File: src/rtl/bright_spot_locator_pkg.sv
// Shared widths, FSM encoding and window helper for the bright-spot centroid locator.
package bright_spot_locator_pkg;

   localparam int SUM_W   = 32;
   localparam int CNT_W   = 20;
   localparam int COORD_W = 13;
   localparam int STEP_W  = 5;

   typedef enum logic [2:0] {
      IDLE    = 3'd0,
      ACCUM   = 3'd1,
      DIV_X   = 3'd2,
      DIV_Y   = 3'd3,
      PUBLISH = 3'd4
   } state_e;

   // Offset is computed one bit wider, so a coordinate left of the origin wraps
   // to a value larger than any window size and drops out here.
   function automatic logic in_span(input logic [COORD_W:0] off, input logic [COORD_W-1:0] size);
      return off < {1'b0, size};
   endfunction

endpackage

File: src/rtl/bright_spot_locator_serial_divider.sv
// 32-step restoring divider; done_o is high during the final step and quotient_o
// already reflects that step, so the caller can capture on the same edge.
module serial_divider
   import bright_spot_locator_pkg::*;
(
   input  logic               clk_i,
   input  logic               rst_ni,
   input  logic               start_i,
   input  logic               abort_i,
   input  logic [SUM_W-1:0]   dividend_i,
   input  logic [CNT_W-1:0]   divisor_i,
   output logic               done_o,
   output logic [COORD_W-1:0] quotient_o
);

   logic              busy_q, busy_d;
   logic [STEP_W-1:0] step_q, step_d;
   logic [CNT_W-1:0]  rem_q, rem_d;
   logic [SUM_W-1:0]  quo_q, quo_d;
   logic [CNT_W-1:0]  dvs_q, dvs_d;
   logic [CNT_W:0]    rem_sh_s;
   logic              ge_s;

   assign rem_sh_s   = {rem_q, quo_q[SUM_W-1]};
   assign ge_s       = rem_sh_s >= {1'b0, dvs_q};
   assign done_o     = busy_q && (step_q == 5'd31);
   assign quotient_o = {quo_q[COORD_W-2:0], ge_s};

   // Next-state: start has priority over abort, abort over stepping.
   always_comb begin
      busy_d = busy_q;
      step_d = step_q;
      rem_d  = rem_q;
      quo_d  = quo_q;
      dvs_d  = dvs_q;
      if (start_i) begin
         busy_d = 1'b1;
         step_d = 5'd0;
         rem_d  = 20'd0;
         quo_d  = dividend_i;
         dvs_d  = divisor_i;
      end else if (abort_i) begin
         busy_d = 1'b0;
         step_d = 5'd0;
      end else if (busy_q) begin
         rem_d  = ge_s ? CNT_W'(rem_sh_s - {1'b0, dvs_q}) : rem_sh_s[CNT_W-1:0];
         quo_d  = {quo_q[SUM_W-2:0], ge_s};
         step_d = step_q + 5'd1;
         busy_d = !done_o;
      end else begin
         busy_d = 1'b0;
      end
   end

   // Divider state registers.
   always_ff @(posedge clk_i or negedge rst_ni) begin
      if (!rst_ni) begin
         busy_q <= 1'b0;
         step_q <= 5'd0;
         rem_q  <= 20'd0;
         quo_q  <= 32'd0;
         dvs_q  <= 20'd0;
      end else begin
         busy_q <= busy_d;
         step_q <= step_d;
         rem_q  <= rem_d;
         quo_q  <= quo_d;
         dvs_q  <= dvs_d;
      end
   end

endmodule

File: src/rtl/bright_spot_locator.sv
// Accumulates coordinates of bright in-window pixels per frame and publishes their
// centroid 66 cycles after frame end via a shared serial divider.
module bright_spot_locator
   import bright_spot_locator_pkg::*;
#(
   parameter logic [9:0]  THRESH    = 10'd900,
   parameter logic [12:0] WIN_X0    = 13'd0,
   parameter logic [12:0] WIN_Y0    = 13'd0,
   parameter logic [12:0] WIN_W     = 13'd640,
   parameter logic [12:0] WIN_H     = 13'd480,
   parameter logic [19:0] MIN_COUNT = 20'd16
) (
   input  logic         iCLK,
   input  logic         iRST_N,
   input  logic [9:0]   iGray,
   input  logic         iDVAL,
   input  logic [12:0]  iXposition,
   input  logic [12:0]  iYposition,
   input  logic         iFrameStart,
   input  logic         iFrameEnd,
   output logic [12:0]  oXresult,
   output logic [12:0]  oYresult,
   output logic         oFinished,
   output logic         oBusy
);

   state_e             state_q, state_d;
   logic [SUM_W-1:0]   sumx_q, sumx_d, sumy_q, sumy_d;
   logic [CNT_W-1:0]   cnt_q, cnt_d;
   logic [COORD_W-1:0] qx_q, qx_d, qy_q, qy_d;
   logic [COORD_W-1:0] xres_q, xres_d, yres_q, yres_d;
   logic               fin_q, fin_d, busy_q, busy_d;
   logic [COORD_W:0]   dx_s, dy_s;
   logic               hit_s, div_start_s, div_abort_s, div_done_s;
   logic [SUM_W-1:0]   div_dividend_s;
   logic [COORD_W-1:0] div_quo_s;

   assign dx_s  = {1'b0, iXposition} - {1'b0, WIN_X0};
   assign dy_s  = {1'b0, iYposition} - {1'b0, WIN_Y0};
   assign hit_s = iDVAL && (iGray >= THRESH) && in_span(dx_s, WIN_W) && in_span(dy_s, WIN_H)
                  && (cnt_q != {CNT_W{1'b1}});

   serial_divider u_div (
      .clk_i      (iCLK),
      .rst_ni     (iRST_N),
      .start_i    (div_start_s),
      .abort_i    (div_abort_s),
      .dividend_i (div_dividend_s),
      .divisor_i  (cnt_q),
      .done_o     (div_done_s),
      .quotient_o (div_quo_s)
   );

   // FSM next state, accumulators, divider control and published results.
   always_comb begin
      state_d        = state_q;
      sumx_d         = sumx_q;
      sumy_d         = sumy_q;
      cnt_d          = cnt_q;
      qx_d           = qx_q;
      qy_d           = qy_q;
      xres_d         = xres_q;
      yres_d         = yres_q;
      fin_d          = fin_q;
      div_start_s    = 1'b0;
      div_abort_s    = 1'b0;
      div_dividend_s = sumx_q;
      case (state_q)
         IDLE: begin
            if (iFrameStart) begin
               state_d = ACCUM;
               sumx_d  = 32'd0;
               sumy_d  = 32'd0;
               cnt_d   = 20'd0;
            end else begin
               state_d = IDLE;
            end
         end
         ACCUM: begin
            if (iFrameEnd) begin
               if (cnt_q >= MIN_COUNT) begin
                  state_d     = DIV_X;
                  div_start_s = 1'b1;
               end else begin
                  state_d = IDLE;
                  fin_d   = 1'b0;
               end
            end else if (iFrameStart) begin
               sumx_d = 32'd0;
               sumy_d = 32'd0;
               cnt_d  = 20'd0;
            end else if (hit_s) begin
               sumx_d = sumx_q + SUM_W'(dx_s[COORD_W-1:0]);
               sumy_d = sumy_q + SUM_W'(dy_s[COORD_W-1:0]);
               cnt_d  = cnt_q + 20'd1;
            end else begin
               state_d = ACCUM;
            end
         end
         DIV_X, DIV_Y: begin
            if (iFrameStart) begin
               state_d     = ACCUM;
               div_abort_s = 1'b1;
               sumx_d      = 32'd0;
               sumy_d      = 32'd0;
               cnt_d       = 20'd0;
            end else if (div_done_s) begin
               if (state_q == DIV_X) begin
                  qx_d           = div_quo_s;
                  state_d        = DIV_Y;
                  div_start_s    = 1'b1;
                  div_dividend_s = sumy_q;
               end else begin
                  qy_d    = div_quo_s;
                  state_d = PUBLISH;
               end
            end else begin
               state_d = state_q;
            end
         end
         PUBLISH: begin
            xres_d = qx_q;
            yres_d = qy_q;
            fin_d  = 1'b1;
            if (iFrameStart) begin
               state_d = ACCUM;
               sumx_d  = 32'd0;
               sumy_d  = 32'd0;
               cnt_d   = 20'd0;
            end else begin
               state_d = IDLE;
            end
         end
         default: state_d = IDLE;
      endcase
      busy_d = (state_d == DIV_X) || (state_d == DIV_Y);
   end

   // Datapath and output registers.
   always_ff @(posedge iCLK or negedge iRST_N) begin
      if (!iRST_N) begin
         state_q <= IDLE;
         sumx_q  <= 32'd0;
         sumy_q  <= 32'd0;
         cnt_q   <= 20'd0;
         qx_q    <= 13'd0;
         qy_q    <= 13'd0;
         xres_q  <= 13'd0;
         yres_q  <= 13'd0;
         fin_q   <= 1'b0;
         busy_q  <= 1'b0;
      end else begin
         state_q <= state_d;
         sumx_q  <= sumx_d;
         sumy_q  <= sumy_d;
         cnt_q   <= cnt_d;
         qx_q    <= qx_d;
         qy_q    <= qy_d;
         xres_q  <= xres_d;
         yres_q  <= yres_d;
         fin_q   <= fin_d;
         busy_q  <= busy_d;
      end
   end

   assign oXresult  = xres_q;
   assign oYresult  = yres_q;
   assign oFinished = fin_q;
   assign oBusy     = busy_q;

endmodule

File: config.mk
export PLATFORM = sky130hd
export DESIGN_NAME = bright_spot_locator
export DESIGN_NICKNAME = d
export VERILOG_FILES = /design/src/rtl/bright_spot_locator_pkg.sv /design/src/rtl/bright_spot_locator_serial_divider.sv /design/src/rtl/bright_spot_locator.sv
export SDC_FILE = /design/constraint.sdc
export NUM_CORES = 1
export LEC_CHECK = 0
export CORE_MARGIN = 2
export CORE_UTILIZATION = 45
export CTS_CLUSTER_DIAMETER = 80
export DETAILED_ROUTE_END_ITERATION = 7
export DONT_BUFFER_PORTS = 1
export HOLD_SLACK_MARGIN = 0.03
export PLACE_DENSITY = 0.57
export SLEW_MARGIN = 10
export SYNTH_ARGS = -nofsm -noshare
export SYNTH_HDL_FRONTEND = slang
export SYNTH_HIERARCHICAL = 1
export SYNTH_SLANG_ARGS = --single-unit
File: constraint.sdc
create_clock -name iCLK -period 7.81 [get_ports iCLK]
set_input_delay 1.1715 -clock iCLK [delete_from_list [all_inputs] [get_ports iCLK]]
set_output_delay 1.1715 -clock iCLK [all_outputs]
set_load 0.01 [all_outputs]
==> results of run 1 <==
==> metal layers <==
| metal | up-vias | global-route usage |
|---|---|---|
| met1 | 4600 | 0.321 |
| li1 | 4613 | - |
| met5 | - | 0 |
| met4 | 0 | 0.0332 |
| met2 | 151 | 0.296 |
| met3 | 26 | 0.0292 |
==> where the power goes <==
group,internal (µW),switching (µW)
Clock,682,475
Combinational,710,965
Sequential,1350,175
==> stage by stage <==
step | cells | hold WS [ps]
final | 1662 | 351
after CTS | 1662 | 335
after global placement | 1617 | 455
after global routing | 1662 | 326
after detailed placement | 1617 | 462
after floorplan | 1306 | 440
==> cells in the mapped netlist, drive strengths merged, types with 38 or more instances <==
library cell	number
nor2	79
dfrtp	219
nand3	42
inv	38
buf	43
mux2	73
nand2	187
o21ai	133
ha	50
mux2i	44
==> state kept, by name, summed over array words and instances, names as in the netlist <==
name          flops
state_q           3
cnt_q            20
oXresult         13
oBusy             1
oYresult         13
u_div/quo_q      32
u_div/busy_q      1
qx_q             13
sumx_q           32
u_div/dvs_q      20
qy_q             13
sumy_q           32
u_div/step_q      5
oFinished         1
u_div/rem_q      20
==> critical path, stage by stage <==
cell	delay [ps]
ha_1	190
fa_1	260
a211oi_1	100
nor2_1	240
nor4_1	140
o31ai_2	790
nand2_1	150
and3_1	220
a211o_1	260
==> how the worst max path moves through the flow <==
stage | endpoint | slack (ps) | cells after the start
final | sumx_q[14] | 4670 | 9
after global routing | u_div/rem_q[16] | 4370 | 13
after CTS | sumx_q[15] | 4650 | 8
after detailed placement | sumx_q[15] | 4180 | 7
after global placement | sumx_q[14] | 4190 | 9
after floorplan | u_div/dvs_q[11] | 4380 | 9
==> final cells by class <==
class / instances / area, µm² / area share
clock inverter: 10 / 96.3 / 0.00709
sequential: 219 / 5480 / 0.404
tap: 378 / 473 / 0.0348
inverter: 38 / 143 / 0.0105
clock buffer: 35 / 723 / 0.0533
multi-input combinational: 971 / 6580 / 0.485
timing repair buffer: 11 / 82.6 / 0.00608
==> cell families after synthesis <==
| kind of cell | synth area share |
|---|---|
| simple gates | 0.161 |
| compound gates | 0.165 |
| flops | 0.436 |
| mux | 0.100 |
| buf+inv | 0.0432 |
| xor+xnor | 0.0404 |
| fa+ha+maj | 0.0545 |
==> impl_metrics.ini, run 1 <==
[status]
status = finished, final reports clean

[placed_design]
gp_congestion = 0.857
place.port_buffers = 0
dpl-instance-area_mm2 = 0.0128
pre_cts_ws_ps = 4180
hpwl_mm = 19.7

[sta]
setup_tns_ps = 0
fin_crit_ps = 3140
timing.final.crit_share = 0.402
tightestPinTransition_ps = 937
post-route-worst-setup-slack_ps = 4670
hold_viol_final = 0
grt_setup_unrepaired = no
maxSlewViolCount = 0
fin_worst_skew_ps = 21.0
setup-violations-final = 0
relSlewSlack = 0.375
fmax_mhz = 319

[floorplan]
die_x_um = 171
die_h_um = 171
start_util = 0.455
dieArea_mm2 = 0.0293
num_rows = 61
io_pins = 69
core_area_mm2 = 0.0276

[worst_hold_path]
min_path_type = in -> async

[grt]
grt_pass1_wl_mm = 48.2
overflow = 0
antenna_found_initial = 0
grt_max_degree = 220
first_global_vias = 8804
grt_use_total = 0.203

[cts]
numCtsBuffers = 25
h-tree-depth = 1
clock_latency_ps = 530
ctsResizeCount = 0
cts_tree = yes
cts-root-buf = clkbuf_16
path_clk_slew_ps = 60
cts.sinks = 219
clockBufferDepth = 3
cts_hold_buffers = 0
post_cts_buffers = 0

[detailed_routing]
vias = 9390
dr.pass1.iters = 5
dr.first_iter.drc_count = 630
wl_met2_mm = 12.5
post_drt_via_cell_ratio = 5.65
met3_length_mm = 1.23
drt-total-wl_mm = 29.3
drtAntennaViolNets = 0
routedLengthMet1_mm = 15.3
wire_per_inst_um = 17.6
top_layer = met4
drc = 0

[cells_and_area]
final_common_cell = dfrtp_1
area_growth_pct = 7.95
drive_gt1_frac = 0.118
fin_nets = 1360
final_cell_area_mm2 = 0.0136
antenna_cells = 0
finalCoreUtilization = 0.491
fillers = 2607
mostFrequentLayoutCells = 219 x dfrtp_1, 185 x nand2_1, 111 x o21ai_0

[setup_path]
end_kind = register
required_ps = 8210
critPathKind = in -> reg
critPathLaunchType = primary input
critPathMaxFanout = 9
regToRegStartpoint = cnt_q[0]
cp-startpoint = iXposition[0]
rr_worst_depth = 8
reg2reg_slack_ps = 4710
arrival_ps = 3540
r2r-end = sumx_q[15]

[logic_synthesis]
syn_nets = 1400
netlist_area_mm2 = 0.0126
synth_edf_count = 0
synth_area_leaders = dfrtp_1 44%, mux2_2 6.5%, nand2_1 5.6%, ha_1 5.0%, o21ai_0 4.4%
synth-warning-count = 6
synth_seq_cells = 219
ys_seq_area_frac = 0.436
syn_area_per_cell_um2 = 9.63
ys_async_sr_fraction = 1.00
yosysTopAreaCellShare = 0.436
synth_ff_type = dfrtp_1
synth_cells = 1306
synth_cell_types = 78
synth_top_area_cell = dfrtp_1

[power_and_ir_drop]
vdd_drop_max_v = 0.000159
total_power_uw = 4350
p_per_area_mw_per_mm2 = 321
leakagePower_uw = 0.00605

[job]
cap_violations = 0
Note: power is estimated with default switching activity, not from simulation.
==> run 2: changes to the inputs <==
--- a/config.mk
+++ b/config.mk
@@ -5,6 +5,7 @@
 export SDC_FILE = /design/constraint.sdc
 export NUM_CORES = 1
 export LEC_CHECK = 0
+export ABC_AREA = 1
 export CORE_MARGIN = 2
 export CORE_UTILIZATION = 45
 export CTS_CLUSTER_DIAMETER = 80
==> constraint.sdc (replaced) <==
create_clock -name iCLK -period 2.9 [get_ports iCLK]
set_input_delay 0.435 -clock iCLK [delete_from_list [all_inputs] [get_ports iCLK]]
set_output_delay 0.435 -clock iCLK [all_outputs]
set_load 0.01 [all_outputs]
==> run 2 against run 1 <==
Compared with the run above:
- the run now ends with hold timing left
- core utilization grew 0.53 points
- synthesized area rose by 14%
- wire length rose by 33%
- final area grew 15%
- largest power group unchanged
- power increased to 3.3 times the previous value
- clock skew decreased by 9.1 ps
- clock power grew to 3.3 times the previous value
- worst setup slack got worse by 4500 ps
==> impl_metrics.ini, run 2 <==
[logic_synthesis]
synth_ff_type = dfrtp_1
synth_cells = 1986
synth_edf_count = 0
synth-warning-count = 6
ys_seq_area_frac = 0.381
synth_area_leaders = dfrtp_1 38%, nand2_1 16%, inv_1 7.7%, nand3_1 4.4%, ha_1 4.4%
synth_cell_types = 50
syn_nets = 2080
synth_seq_cells = 219
yosysTopAreaCellShare = 0.381
netlist_area_mm2 = 0.0144
yosysMostFrequentCell = nand2_1
synth_common_cells = 601 x nand2_1, 295 x inv_1, 219 x dfrtp_1
synth_top_area_cell = dfrtp_1
syn_area_per_cell_um2 = 7.24
ys_async_sr_fraction = 1.00

[setup_path]
required_ps = 3360
critPathKind = reg -> reg
arrival_ps = 3220
critPathMaxFanout = 75
end_kind = register
critPathLaunchType = register

[grt]
grt_use_total = 0.241
grt_busiest_layer = met2
overflow = 0
grt_use_met3 = 0.0317
grt_pass1_wl_mm = 64.3
grt_max_degree = 220
use_met2 = 0.397
first_global_vias = 12300
antenna_found_initial = 0
met1_usage = 0.328

[status]
violations = hold timing
status = finished with violations

[detailed_routing]
drc = 0
drt-total-wl_mm = 39.0
dr.pass1.iters = 5
drtAntennaViolNets = 0
dr.first_iter.drc_count = 853
post_drt_via_cell_ratio = 5.18
vias = 12400
wire_per_inst_um = 16.3

[placed_design]
dp.cells = 2341
dpl-instance-area_mm2 = 0.0146
hpwl_mm = 28.7
gp_congestion = 0.909
place.port_buffers = 0

[sta]
maxSlewViolCount = 0
fin_crit_ps = 2750
tightestPinTransition_ps = 814
hold_ws_ps = -419
grt_setup_unrepaired = no
setup_tns_ps = 0
relSlewSlack = 0.457
setup-violations-final = 0
fmax_mhz = 364
hold_viol_final = 219
fin_worst_skew_ps = 11.9
timing.final.crit_share = 0.948

[cells_and_area]
fin_cells = 2393
mostFrequentLayoutCells = 599 x nand2_1, 295 x inv_1, 219 x dfrtp_1
fillers = 3184
area_growth_pct = 8.81
fin_nets = 2065
final_common_cell = nand2_1
antenna_cells = 0
final_cell_area_mm2 = 0.0156
drive_gt1_frac = 0.0874
largestRegisters = sumx_q (32), sumy_q (32), u_div/quo_q (32)

[cts]
cts_tree = yes
cts-root-buf = clkbuf_16
numCtsBuffers = 27
cts.sinks = 219
clock_latency_ps = 560
cts_hold_buffers = 3
clockBufferDepth = 3
h-tree-depth = 1
path_clk_slew_ps = 60

[worst_hold_path]
min_path_type = in -> async

[floorplan]
io_pins = 69
core_area_mm2 = 0.0315
die_h_um = 183
dieArea_mm2 = 0.0334
start_util = 0.457
die_x_um = 183
num_rows = 65

[power_and_ir_drop]
vdd_drop_max_v = 0.000766
leakagePower_uw = 0.00762
p_per_area_mw_per_mm2 = 912

[job]
cap_violations = 0
-- run 2: worst paths after layout --
check	from	end	slack, ps	cells after the start
setup / recovery	u_div/step_q[0]	u_div/quo_q[2]	150	15
hold / removal	iRST_N	u_div/rem_q[14]	-420	0
setup reg to reg	u_div/step_q[0]	u_div/quo_q[2]	150	15
hold reg to reg	qx_q[12]	qx_q[12]	470	2
max in group asynchronous	iRST_N	sumx_q[29]	2650	0
min in group iCLK	iFrameStart	cnt_q[9]	60	3
-- run 2: final cells by class --
cell class,instances,area (µm²),share of cell area
Clock inverter,16,255,0.0163
Sequential cell,219,5480,0.350
Timing Repair Buffer,26,228,0.0146
Clock buffer,33,748,0.0479
Tap cell,402,503,0.0322
Inverter,308,1170,0.0746
Multi-Input combinational cell,1389,7260,0.464
-- run 2: routing by layer --
metal  vias up  wire (µm)
met5         -          0
met4         0       1390
met3        75       1780
met2       278      17600
met1      5755      18200
li1       6283          -
-- run 2: cells by family (layout without fill, tap and decap cells) --
logic type / count (synthesis) / after routing / synth area share
compound gates: 242 / 242 / 0.101
xor+xnor: 39 / 39 / 0.0238
fa+ha+maj: 53 / 53 / 0.0477
buf+inv: 378 / 383 / 0.114
flops: 219 / 219 / 0.381
mux: 15 / 15 / 0.0118
simple gates: 1040 / 1040 / 0.320
-- run 2: repair_timing --
action | in CTS | in global routing
buffers inserted | 0 | 0
endpoints found under the setup margin | 0 | 4
gates resized for setup | 0 | 4
endpoints found under the hold margin | 221 | 219
-- run 2: power by group --
group / internal [µW] / switching, µW
Clock: 2380 / 1400
Sequential: 3640 / 361
Combinational: 2270 / 4210
Total: 8290 / 5980
-- run 2: worst max-delay path, stage by stage (launching register included) --
cell,delay [ps]
dfrtp_1,400
ha_1,180
inv_1,50
nor3_1,180
ha_1,230
nand2_1,60
inv_1,50
inv_1,50
nor2_1,80
nand2_1,80
inv_1,100
nand2_2,80
buf_12,210
o21ai_0,580
nand2_1,160
o221ai_1,110
-- run 2: stage by stage --
step / setup slack (ps) / utilization / power [µW]
3_3_place_gp: 253 / 0.464 / 10400
6_report: 149 / 0.497 / 14300
5_1_grt: 3.97 / 0.497 / 15400
3_5_place_dp: 240 / 0.464 / 10500
2_1_floorplan: 30.3 / - / 9330
4_1_cts: 186 / 0.497 / 14400
==> run 3: changes to the inputs <==
--- a/config.mk
+++ b/config.mk
@@ -13,8 +13,8 @@
 export DONT_BUFFER_PORTS = 1
 export HOLD_SLACK_MARGIN = 0.03
 export PLACE_DENSITY = 0.57
+export RECOVER_POWER = 100
 export SLEW_MARGIN = 10
 export SYNTH_ARGS = -nofsm -noshare
 export SYNTH_HDL_FRONTEND = slang
-export SYNTH_HIERARCHICAL = 1
 export SYNTH_SLANG_ARGS = --single-unit
==> run 3 against run 2 <==
Compared with the run above:
- the run still ends with hold timing left
- sequential cell count stayed put
- clock skew is 19 ps higher
- global-route usage is 0.35 points lower
- first-iteration DRC count is 12% higher
- critical path depth is 3 lower
- synthesized cell count is 3.3% lower
- worst setup slack better by 220 ps
- largest power group unchanged
==> impl_metrics.ini, run 3 <==
[floorplan]
dieArea_mm2 = 0.0323
die_h_um = 180
num_rows = 64
die_x_um = 180
core_area_mm2 = 0.0305
start_util = 0.455
io_pins = 69

[setup_path]
critPathTopFamily = simple AND/OR/NAND/NOR gates
critical_path.max_stage_delay_ps = 400
critPathKind = reg -> reg
arrival_ps = 2940
critPathLaunchType = register
end_kind = register
critPathMaxFanout = 42
required_ps = 3310
crit_chain = ha_1 > and3_1 > ha_1 > nand2_1 > inv_1 > nand3_1 > nor2_4 > inv_1 > buf_4 > o21ai_0 > nand2_1 > o211ai_1
worst_path_max_delay_cell = dfrtp_1
cp_num_buf_inv = 3

[cts]
cts_tree = yes
clockBufferDepth = 3
clock_latency_ps = 550
ctsResizeCount = 0
post_cts_buffers = 0
cts-root-buf = clkbuf_16
numCtsBuffers = 26
path_clk_slew_ps = 60
cts.sinks = 219
cts_hold_buffers = 2
h-tree-depth = 1

[grt]
first_global_vias = 11900
grt_use_total = 0.237
overflow = 0
antenna_found_initial = 0
grt_max_degree = 220
grt_pass1_wl_mm = 63.1

[power_and_ir_drop]
leakagePower_uw = 0.00737
vdd_drop_max_v = 0.000439
p_per_area_mw_per_mm2 = 867

[logic_synthesis]
yosysMostFrequentCell = nand2_1
ys_async_sr_fraction = 1.00
synth-warning-count = 0
syn_area_per_cell_um2 = 7.23
netlist_area_mm2 = 0.0139
synth_common_cells = 608 x nand2_1, 238 x inv_1, 219 x dfrtp_1
synth_ff_type = dfrtp_1
yosysTopAreaCellShare = 0.395
syn_nets = 2014
synth_edf_count = 0
synth_area_leaders = dfrtp_1 39%, nand2_1 16%, inv_1 6.4%, nand3_1 5.4%, o21ai_0 4.7%
synth_cell_types = 47
synth_seq_cells = 219
synth_cells = 1920
ys_seq_area_frac = 0.395
synth_top_area_cell = dfrtp_1

[sta]
setup_tns_ps = 0
setup-violations-final = 0
fin_crit_ps = 2530
tightestPinTransition_ps = 1470
hold_ws_ps = -419
hold_viol_final = 219
fin_worst_skew_ps = 31.2
fmax_mhz = 395
grt_setup_unrepaired = no
maxSlewViolCount = 0
relSlewSlack = 0.0231
timing.final.crit_share = 0.872

[cells_and_area]
fin_nets = 2003
drive_gt1_frac = 0.0612
final_cell_area_mm2 = 0.0151
antenna_cells = 0
fillers = 3071
multi_input_area_mm2 = 0.00707
regArea_mm2 = 0.00548
largestRegisters = sumx_q (32), sumy_q (32), u_div.quo_q (32)
final_common_cell = nand2_1
area_growth_pct = 8.63
mostFrequentLayoutCells = 610 x nand2_1, 240 x inv_1, 219 x dfrtp_1
finalCoreUtilization = 0.494

[placed_design]
place.port_buffers = 0
gp_congestion = 0.939
hpwl_mm = 27.3
dpl-instance-area_mm2 = 0.0142

[status]
status = finished with violations
violations = hold timing

[worst_hold_path]
min_path_type = in -> async

[detailed_routing]
drc = 0
post_drt_via_cell_ratio = 5.28
drt-total-wl_mm = 37.8
vias = 12300
drtAntennaViolNets = 0
dr.pass1.iters = 5
wire_per_inst_um = 16.3
dr.first_iter.drc_count = 957

[job]
cap_violations = 0
## run 3: cell types whose count changed after synthesis, moves of 20 or more
cell      before  now
nand4_1       31   52
o221ai_1      28    0
nand3_1      127  149
nor2_1       153  122
o21ai_0      109  129
inv_1        295  238
## run 3: routing by layer
layer | track usage | vias to the layer above | part of all wire | wire length, µm
met5 | 0 | - | 0 | 0
met4 | 0.0481 | 0 | 0.016 | 613
met3 | 0.0395 | 46 | 0.063 | 2400
met2 | 0.361 | 273 | 0.43 | 16300
met1 | 0.356 | 5765 | 0.49 | 18500
li1 | - | 6197 | - | -
## run 3: through the flow
stage	power (µW)	hold WS (ps)	cells	setup slack, ps
4_1_cts	13200	-443	2325	458
3_3_place_gp	9560	145	2275	465
6_report	13100	-419	2325	370
2_1_floorplan	8310	139	1920	856
3_5_place_dp	9640	144	2275	428
5_1_grt	14200	-442	2325	114
## run 3: layout make-up
class,instances,area share
inverters,249,0.0622
flip-flops and latches,219,0.363
clock buffers,36,0.0483
well taps,396,0.0329
clock inverters,12,0.0119
multi-input cells,1392,0.469
repair buffers,21,0.0127
## run 3: cells by family (layout without fill, tap and decap cells)
logic type	Yosys count	after routing	share of synthesized area
adder cells (fa/ha/maj)	53	53	0.0494
AO/OA/AOI/OAI	258	258	0.101
flip-flops	219	219	0.395
XOR/XNOR	40	40	0.0252
buffers and inverters	309	318	0.0944
multiplexers	25	25	0.0202
AND/OR/NAND/NOR	1016	1016	0.315
## run 3: path summary, 6_finish.rpt
path / start / endpoint / slack, ps / depth (start not counted)
worst min register to register: u_div.quo_q[23] / u_div.quo_q[24] / 480 / 2
worst max-delay path: u_div.step_q[0] / u_div.quo_q[6] / 370 / 12
worst min-delay path: iRST_N / oYresult[6] / -420 / 0
worst max register to register: u_div.step_q[0] / u_div.quo_q[6] / 370 / 12
max in group asynchronous: iRST_N / sumx_q[25] / 2900 / 0
min in group iCLK: iFrameStart / sumx_q[15] / 60 / 3
## run 3: where the power goes
part | total (µW) | switching [µW] | internal (µW)
sequential | 4010 | 362 | 3650
combinational | 5600 | 3640 | 1960
clock | 3470 | 1350 | 2120
total | 13100 | 5350 | 7730
